--- src/rtl/chess_timer_pkg.sv ---
// Shared definitions for the chess timer: state encodings decoded by the display
// driver and default clock/time widths.
package chess_timer_pkg;

  localparam int unsigned CLK_HZ_DEF = 50_000_000;
  localparam int unsigned TIME_W_DEF = 10;
  localparam int unsigned STATE_W    = 3;

  localparam logic [STATE_W-1:0] STATE_IDLE   = 3'd0;
  localparam logic [STATE_W-1:0] STATE_RUN1   = 3'd1;
  localparam logic [STATE_W-1:0] STATE_RUN2   = 3'd2;
  localparam logic [STATE_W-1:0] STATE_PAUSED = 3'd3;
  localparam logic [STATE_W-1:0] STATE_FLAG   = 3'd4;

  typedef enum logic [STATE_W-1:0] {
    ST_IDLE   = STATE_IDLE,
    ST_RUN1   = STATE_RUN1,
    ST_RUN2   = STATE_RUN2,
    ST_PAUSED = STATE_PAUSED,
    ST_FLAG   = STATE_FLAG
  } state_e;

endpackage

--- src/rtl/chess_clock_scheduler_if.sv ---
// Button/pause inputs and time/status outputs between the board, the scheduler
// and the display driver.
interface chess_clock_scheduler_if #(
  parameter int unsigned TIME_W = 10
);

  logic [1:0]        buttons;
  logic              pause;
  logic [TIME_W-1:0] time_1;
  logic [TIME_W-1:0] time_2;
  logic [1:0]        active;
  logic [1:0]        flag;
  logic [2:0]        state_disp;
  logic              tick;

  modport master (
    output buttons, pause,
    input  time_1, time_2, active, flag, state_disp, tick
  );

  modport slave (
    input  buttons, pause,
    output time_1, time_2, active, flag, state_disp, tick
  );

endinterface

--- src/rtl/tick_prescaler.sv ---
// Divides the system clock down to a one-second tick; holds its count while not
// running so a pause keeps the partial second.
module tick_prescaler
  import chess_timer_pkg::*;
#(
  parameter int unsigned CLK_HZ = CLK_HZ_DEF
) (
  input  logic clk,
  input  logic reset,
  input  logic run,
  input  logic clear,
  output logic tick
);

  localparam int unsigned    CNT_W = (CLK_HZ > 1) ? $clog2(CLK_HZ) : 1;
  localparam logic [CNT_W-1:0] TERM = CNT_W'(CLK_HZ - 1);

  logic [CNT_W-1:0] cnt_q;
  logic [CNT_W-1:0] cnt_d;

  // Next count: clear wins over run, terminal count wraps and fires the tick.
  always_comb begin
    cnt_d = cnt_q;
    tick  = 1'b0;
    if (clear) begin
      cnt_d = '0;
    end else if (run) begin
      if (cnt_q == TERM) begin
        cnt_d = '0;
        tick  = 1'b1;
      end else begin
        cnt_d = cnt_q + CNT_W'(1);
      end
    end else begin
      cnt_d = cnt_q;
    end
  end

  // Count register.
  always_ff @(posedge clk or negedge reset) begin
    if (!reset) begin
      cnt_q <= '0;
    end else begin
      cnt_q <= cnt_d;
    end
  end

endmodule

--- src/rtl/chess_clock_scheduler.sv ---
// Two-player chess clock controller: button edge detection, run/pause/flag FSM,
// Fischer increment and per-second decrement of both players' remaining time.
module chess_clock_scheduler
  import chess_timer_pkg::*;
#(
  parameter int unsigned CLK_HZ    = CLK_HZ_DEF,
  parameter int unsigned TIME_W    = TIME_W_DEF,
  parameter int unsigned START_SEC = 300,
  parameter int unsigned INC_SEC   = 2
) (
  input logic                    clk,
  input logic                    reset,
  chess_clock_scheduler_if.slave bus
);

  localparam logic [TIME_W-1:0] START_V = TIME_W'(START_SEC);
  localparam logic [TIME_W-1:0] INC_V   = TIME_W'(INC_SEC);
  localparam logic [TIME_W-1:0] ONE_V   = TIME_W'(1);
  localparam logic [TIME_W-1:0] MAX_V   = {TIME_W{1'b1}};

  function automatic logic [TIME_W-1:0] sat_inc(input logic [TIME_W-1:0] v);
    logic [TIME_W:0] sum;
    sum = {1'b0, v} + {1'b0, INC_V};
    if (sum[TIME_W]) begin
      sat_inc = MAX_V;
    end else begin
      sat_inc = sum[TIME_W-1:0];
    end
  endfunction

  state_e            state_q, state_d;
  logic              paused_p1_q, paused_p1_d;
  logic [1:0]        btn_q;
  logic [TIME_W-1:0] time1_q, time1_d;
  logic [TIME_W-1:0] time2_q, time2_d;
  logic [1:0]        flag_q, flag_d;
  logic [1:0]        active_q, active_d;
  logic              tick_q;

  logic [1:0] press_s;
  logic       running_s;
  logic       sw_to2_s;
  logic       sw_to1_s;
  logic       switch_s;
  logic       start_s;
  logic       run_s;
  logic       clear_s;
  logic       sec_tick_s;

  assign press_s   = bus.buttons & ~btn_q;
  assign running_s = (state_q == ST_RUN1) || (state_q == ST_RUN2);
  assign sw_to2_s  = (state_q == ST_RUN1) && (press_s == 2'b10);
  assign sw_to1_s  = (state_q == ST_RUN2) && (press_s == 2'b01);
  assign switch_s  = sw_to2_s || sw_to1_s;
  assign start_s   = (state_q == ST_IDLE) && ((press_s == 2'b01) || (press_s == 2'b10));
  // A switch or a pause in this cycle pre-empts the tick, so the prescaler must not advance.
  assign run_s     = running_s && !switch_s && !bus.pause;
  assign clear_s   = start_s || switch_s;

  tick_prescaler #(
    .CLK_HZ (CLK_HZ)
  ) u_prescaler (
    .clk   (clk),
    .reset (reset),
    .run   (run_s),
    .clear (clear_s),
    .tick  (sec_tick_s)
  );

  // Next state, time and flag: switch press > pause > tick.
  always_comb begin
    state_d     = state_q;
    paused_p1_d = paused_p1_q;
    time1_d     = time1_q;
    time2_d     = time2_q;
    flag_d      = flag_q;
    case (state_q)
      ST_IDLE: begin
        if (press_s == 2'b01) begin
          state_d = ST_RUN1;
        end else if (press_s == 2'b10) begin
          state_d = ST_RUN2;
        end else begin
          state_d = ST_IDLE;
        end
      end
      ST_RUN1: begin
        if (sw_to2_s) begin
          state_d = ST_RUN2;
          time1_d = sat_inc(time1_q);
        end else if (bus.pause) begin
          state_d     = ST_PAUSED;
          paused_p1_d = 1'b0;
        end else if (sec_tick_s) begin
          if (time1_q == ONE_V) begin
            state_d   = ST_FLAG;
            flag_d[0] = 1'b1;
            time1_d   = '0;
          end else begin
            time1_d = time1_q - ONE_V;
          end
        end else begin
          state_d = ST_RUN1;
        end
      end
      ST_RUN2: begin
        if (sw_to1_s) begin
          state_d = ST_RUN1;
          time2_d = sat_inc(time2_q);
        end else if (bus.pause) begin
          state_d     = ST_PAUSED;
          paused_p1_d = 1'b1;
        end else if (sec_tick_s) begin
          if (time2_q == ONE_V) begin
            state_d   = ST_FLAG;
            flag_d[1] = 1'b1;
            time2_d   = '0;
          end else begin
            time2_d = time2_q - ONE_V;
          end
        end else begin
          state_d = ST_RUN2;
        end
      end
      ST_PAUSED: begin
        if (!bus.pause) begin
          state_d = paused_p1_q ? ST_RUN2 : ST_RUN1;
        end else begin
          state_d = ST_PAUSED;
        end
      end
      ST_FLAG: begin
        state_d = ST_FLAG;
      end
      default: begin
        state_d = ST_IDLE;
      end
    endcase
  end

  // Running-clock indication derived from the next state so it lines up with state_disp.
  always_comb begin
    active_d = 2'b00;
    case (state_d)
      ST_RUN1: active_d = 2'b01;
      ST_RUN2: active_d = 2'b10;
      default: active_d = 2'b00;
    endcase
  end

  // State, time and output registers.
  always_ff @(posedge clk or negedge reset) begin
    if (!reset) begin
      state_q     <= ST_IDLE;
      paused_p1_q <= 1'b0;
      btn_q       <= 2'b00;
      time1_q     <= START_V;
      time2_q     <= START_V;
      flag_q      <= 2'b00;
      active_q    <= 2'b00;
      tick_q      <= 1'b0;
    end else begin
      state_q     <= state_d;
      paused_p1_q <= paused_p1_d;
      btn_q       <= bus.buttons;
      time1_q     <= time1_d;
      time2_q     <= time2_d;
      flag_q      <= flag_d;
      active_q    <= active_d;
      tick_q      <= sec_tick_s;
    end
  end

  assign bus.time_1     = time1_q;
  assign bus.time_2     = time2_q;
  assign bus.active     = active_q;
  assign bus.flag       = flag_q;
  assign bus.state_disp = state_q;
  assign bus.tick       = tick_q;

endmodule

--- src/flat_wrapper.sv ---
// flat-port wrapper written by rule: the top's interface ports become plain ports
module chess_clock_scheduler_flat import chess_timer_pkg::*;
#(
  parameter int unsigned CLK_HZ    = CLK_HZ_DEF,
  parameter int unsigned TIME_W    = TIME_W_DEF,
  parameter int unsigned START_SEC = 300,
  parameter int unsigned INC_SEC   = 2
)
  (clk, reset, bus_buttons, bus_pause, bus_time_1, bus_time_2, bus_active, bus_flag, bus_state_disp, bus_tick);
  chess_clock_scheduler_if #(.TIME_W(TIME_W)) bus_i ();
  input logic clk;
  input logic reset;
  input wire logic [$bits(bus_i.buttons)-1:0] bus_buttons;
  input wire logic [$bits(bus_i.pause)-1:0] bus_pause;
  output wire logic [$bits(bus_i.time_1)-1:0] bus_time_1;
  output wire logic [$bits(bus_i.time_2)-1:0] bus_time_2;
  output wire logic [$bits(bus_i.active)-1:0] bus_active;
  output wire logic [$bits(bus_i.flag)-1:0] bus_flag;
  output wire logic [$bits(bus_i.state_disp)-1:0] bus_state_disp;
  output wire logic [$bits(bus_i.tick)-1:0] bus_tick;
  assign bus_i.buttons = bus_buttons;
  assign bus_i.pause = bus_pause;
  assign bus_time_1 = bus_i.time_1;
  assign bus_time_2 = bus_i.time_2;
  assign bus_active = bus_i.active;
  assign bus_flag = bus_i.flag;
  assign bus_state_disp = bus_i.state_disp;
  assign bus_tick = bus_i.tick;
  chess_clock_scheduler #(.CLK_HZ(CLK_HZ), .TIME_W(TIME_W), .START_SEC(START_SEC), .INC_SEC(INC_SEC)) u_core (.clk(clk), .reset(reset), .bus(bus_i));
endmodule
--- config.mk ---
export PLATFORM = sky130hd
export DESIGN_NAME = chess_clock_scheduler_flat
export DESIGN_NICKNAME = d
export VERILOG_FILES = /design/src/rtl/chess_timer_pkg.sv /design/src/rtl/chess_clock_scheduler_if.sv /design/src/rtl/tick_prescaler.sv /design/src/rtl/chess_clock_scheduler.sv /design/src/flat_wrapper.sv
export SDC_FILE = /design/constraint.sdc
export NUM_CORES = 1
export LEC_CHECK = 0
export ABC_AREA = 0
export CORE_MARGIN = 1.5
export CORE_UTILIZATION = 35
export CTS_CLUSTER_DIAMETER = 50
export CTS_CLUSTER_SIZE = 16
export DETAILED_ROUTE_END_ITERATION = 10
export PLACE_DENSITY = 0.51
export SYNTH_ARGS = -nofsm -noshare
export SYNTH_HDL_FRONTEND = slang
export SYNTH_SLANG_ARGS = --single-unit
--- constraint.sdc ---
create_clock -name clk -period 5.9 [get_ports clk]
set_input_delay 0.59 -clock clk [delete_from_list [all_inputs] [get_ports clk]]
set_output_delay 0.59 -clock clk [all_outputs]
set_load 0.02 [all_outputs]
Word-level counts from Yosys, hierarchy flattened
Cells that the tools add are included.

word-level totals
  bits of input ports = 5
  output and inout bits = 28
  register bits = 57
  word-level logic and storage cells = 93

cells by class
  muxes and demuxes = 35
  bitwise operators = 5
  reduce and logical (&&, ||, !) cells = 21
  equal/unequal tests = 17
  add/subtract/negate cells = 5

operators with widths
  cell                                                   number
  two-way mux 10 bit                                     10
  two-way mux 26 bit                                     3
  two-way mux 3 bit                                      10
  adder 26 x 1 -> 26 bit, second input constant          1
  == test 26 bit, second input constant                  1
  adder 10 x 2 -> 11 bit, second input constant          2
  == test 10 x 1 -> 1 bit, second input constant         2
  subtractor 10 x 1 -> 10 bit, second input constant     2
  one-hot mux 3 bit (5 select lines)                     1
  AND reduction 5 bit                                    3
  == test 3 x 2 -> 1 bit, second input constant          3
  inequality test 2 bit, second input constant           4
  nonzero test 2 bit                                     4
  two-way mux 1 bit                                      7
  == test 3 x 1 -> 1 bit, second input constant          2
  AND reduction 3 bit                                    2
  logical AND 1 bit                                      5
  logical OR 1 bit                                       4
  two-way mux 2 bit                                      2
  inequality test 2 x 1 -> 1 bit, second input constant  2
  one-hot mux 2 bit (2 select lines)                     1
  == test 3 bit, second input constant                   1
  zero test 3 bit                                        1
  inverter 1 bit                                         3
  other kinds (6)                                        7

Depth between registers and ports, before layout
  depth in word-level cells = 16
  depth in mapped cells = 11
  gate-level depth less buffers = 8

Modules after synthesis
From an unflattened synthesis, not the netlist that was laid out.

second synthesis, totals
  cell total of the unflattened synthesis = 444
  area, all modules = 3853.7 sq um

modules (own cells, without submodules)
  module                 seq. area each (sq um)  cells each  instances  area each (sq um)
  chess_clock_scheduler  785.8                   282         1          2378.5
  tick_prescaler         650.6                   162         1          1475.2

Worst setup path before layout
No wires, ideal clock.

  kind = input-to-reg
  start = in bus_buttons[1]
  end = reg u_core.time2_q[1] (netlist: u_core.bus.time_2[1])
  library setup time = 0.126 ns
  setup slack = 2.986 ns
  arrival time = 2.788 ns
  stages = 10
  path through = nand2b_1 -> inv_1 -> ha_1 -> clkbuf_1 -> or3b_1 -> a211oi_4 -> a31oi_2 -> or2_0 -> buf_2 -> a221o_1

on the way
  longest elaborated chain between the ends = 11

RTL lines
  item                                                     RTL line                                                                               source
  start: declaration                                       flat_wrapper.sv:13                                                                     input wire logic [$bits(bus_i.buttons)-1:0] bus_buttons;
  AND 2 bit *                                              chess_clock_scheduler.sv:50                                                            assign press_s = bus.buttons & ~btn_q;
  == test 2 bit or == test 2 x 1 -> 1 bit (tied branches)  chess_clock_scheduler.sv:52, chess_clock_scheduler.sv:55, chess_clock_scheduler.sv:53
  logical AND 1 bit (on tied branches)                     chess_clock_scheduler.sv:52, chess_clock_scheduler.sv:53
  logical OR 1 bit                                         chess_clock_scheduler.sv:54                                                            assign switch_s = sw_to2_s || sw_to1_s;
  zero test 1 bit                                          chess_clock_scheduler.sv:57                                                            assign run_s = running_s && !switch_s && !bus.pause;
  logical AND 1 bit (2 in a row)                           chess_clock_scheduler.sv:57
  two-way mux 1 bit                                        tick_prescaler.sv:27                                                                   end else if (run) begin
  two-way mux 1 bit                                        tick_prescaler.sv:25                                                                   if (clear) begin
  nonzero test 2 bit (no source line)                      n/a
  AND reduction 3 bit (no source line)                     n/a
  end signal: assignment                                   chess_clock_scheduler.sv:167                                                           time2_q <= time2_d;
  end: declaration                                         chess_clock_scheduler.sv:35                                                            logic [TIME_W-1:0] time2_q, time2_d;

Every way passes the cells marked *; elsewhere a longest branch is shown, timed or not.
A chain may end at the register's enable or synchronous reset.

Worst setup path in the final report
  start = in bus_buttons[0]
  end = reg u_core.time2_q[1] (netlist: u_core.bus.time_2[1])

Same word-level chain as after synthesis.

==> metrics.csv <==
metric,value,unit
die_w,110.5,um
ctsHoldBuffers,0,
ant_nets,0,
dpl.hpwl,7407,um
drt_first_pass_iters,4,
yosys.area_share.simple,28.58,%
finalWorstSetupSlack,2.449,ns
pin_count,33,
whs,0.3923,ns
layout.nets,509,
yosys.area_share.adder,4.025,%
hold_path_class,in2async,
syn_area,0.004041,mm^2
rows,39,
grt_pass1_vias,3641,
worstSetupPathType,in2reg,
cts_tree,yes,
powerDensity,413.1,mW/mm^2
critPathCaptureType,flip-flop,
port_buffers,32,
ir_worst_vdd,0.2114,mV
overflow,0,
antenna_found_initial,0,
ys.flop_type,dfrtp_1,
ff2ff_setup_slack,2.78,ns
fin_crit_sh,58.49,%
fin_worst_skew,0.005567,ns
via_per_inst,5.962,
p_switching,818.2,uW
seq_power_share,33.1,%
tns,0,ns
drt_iter0_drc,225,
clock-sinks,57,
cts_root_buffer,clkbuf_16,
slew_viol_final,0,
cts_post_setup_buffers_inserted,0,
synth_area_leaders,"dfrtp_1, dfstp_2, a21oi_1, ha_1, o31ai_1",
relSlewSlack,15.23,%
synth_compound_area_share,24.24,%
die_area,0.01220,mm^2
synth-async-reset-ratio,100.0,%
pwr-share-clk,26.3,%
cts-buffers-inserted,9,
cap_violations,0,
synth.distinct_cells,76,
routed_wl,11120,um
area_growth,17.03,%
yosysTopAreaCell,dfrtp_1,
grt_usage,18.77,%
start_kind,primary input,
power,1.954,mW
fin_util,41.78,%
start_util,35.70,%
path_clk_slew,0.05,ns
finalSetupViolations,0,
clk_latency,0.34,ns
post_cts_resize_count,0,
synth-edff-count,0,
drive_above_1_share,9.879,%
netlist.area_leader.share,30.34,%
hold_violations,0,
ys_ff_latch,57,
p_leak,1.709,nW
htree_num_levels,3,
die_y,110.5,um
tightest_slew,1.261,ns
grt_pass1_wl,18640,um
ys_seq_area_share,35.54,%
fmax,289.8,MHz
synth_top_family_by_area,simple AND/OR/NAND/NOR gates,
synthTopCellsByCount,"dfrtp_1, a21oi_1, nand2_1, inv_1",
cts_buffer_depth,2,
placement.setup.worst_slack,2.098,ns
drc_errors,0,
synthCells,470,
grt_max_degree,58,
arrival,3.67,ns
synth_mux_area_share,1.610,%
comb_power_share,40.6,%
core,0.01132,mm^2
synth_nets,488,
grt_setup_unrepaired,no,
diodes,0,
post-synth-top-count-cell,dfrtp_1,
outcome,completed,
yosys_warnings,0,
power.internal,1.136,mW
cp_max_fo,10,
min_period,3.451,ns
gp_congestion,0.8377,
avgSynthCellArea,8.599,um^2
wl_per_cell,17.41,um
vias,3810,
p_sw_share,41.87,%
cp.required,6.12,ns
synthXorXnorAreaFrac,0.6502,%
-- area by class of cell --
cell class,count,area (um^2)
fill,1122,6591
tap,143,178.9
clock inverter,2,10.01
timing repair buffer,34,330.3
multi-input combinational,362,2389
inverter,27,101.3
clock buffer,14,284.0
sequential,57,1436
-- final timing paths --
path,end,depth (start not counted),from
max in group asynchronous,u_core.u_prescaler.cnt_q[0],2,reset
worst max-delay path,u_core.bus.time_2[1],9,bus_buttons[0]
worst min register to register,u_core.bus.flag[1],1,u_core.bus.flag[1]
min in group clk,u_core.bus.flag[1],1,u_core.bus.flag[1]
worst min-delay path,u_core.bus.time_1[4],2,reset
worst max register to register,u_core.bus.time_2[1],7,u_core.btn_q[0]
-- placed cells by master, fill, tap and decap left out, types with 4 or more instances in the layout --
cell type	n
dfrtp_1	49
a21oi_1	33
nand2_1	31
clkdlybuf4s50_1	31
inv_1	27
nor2_1	25
nor3_1	25
o21ai_0	25
o31ai_1	21
nand3_1	20
nand4_1	13
or4_1	13
ha_1	13
or3_1	10
a31oi_1	9
clkbuf_16	9
dfstp_2	8
nand2b_1	7
o22ai_1	7
and3_1	6
o211ai_1	5
nor2b_1	5
nand3b_1	4
or3b_2	4
and4_1	4
o31a_1	4
clkbuf_8	4
-- stage by stage --
step	area, um^2	std cells
after CTS	4730	639
after global placement	4436	623
final	4730	639
after floorplan	4041	470
after global routing	4730	639
after detailed placement	4436	623
-- cells by family after synthesis --
group           count (synthesis)
buf+inv                        51
compound gates                144
simple gates                  196
fa+ha+maj                      13
mux                             6
xor+xnor                        3
flops                          57
-- power groups by stage --
| stage | Sequential, mW | Combinational, mW | Clock [mW] |
|---|---|---|---|
| floorplan | 0.641 | 0.538 | 0 |
| detailed placement | 0.651 | 0.790 | 0 |
| global route | 0.667 | 0.877 | 0.547 |
| finish | 0.646 | 0.794 | 0.514 |
| global placement | 0.649 | 0.785 | 0 |
| CTS | 0.644 | 0.796 | 0.529 |
-- state kept, by name (all words and copies together), names as in the netlist --
signal,cells
u_core.u_prescaler.cnt_q,26
u_core.bus.time_1,10
u_core.bus.time_2,10
u_core.bus.state_disp,3
u_core.btn_q,2
u_core.bus.active,2
u_core.bus.flag,2
u_core.bus.tick,1
u_core.paused_p1_q,1
-- layer usage --
layer / global-route usage (%) / vias up / wire length, um
li1: - / 1843 / -
met2: 29.14 / 90 / 5233
met3: 4.830 / 13 / 450
met5: 0 / - / 0
met1: 25.24 / 1864 / 5290
met4: 6.923 / 0 / 150
-- critical path: stages --
cell and delay, ns:
clkdlybuf4s50_1 0.41, nand2b_1 0.12, inv_1 0.06, ha_1 0.28, or3b_2 0.55, a211oi_4 0.49, a31oi_2 0.28, or2_0 0.48
a221o_1 0.42
Note: power is estimated with default switching activity, not from simulation.
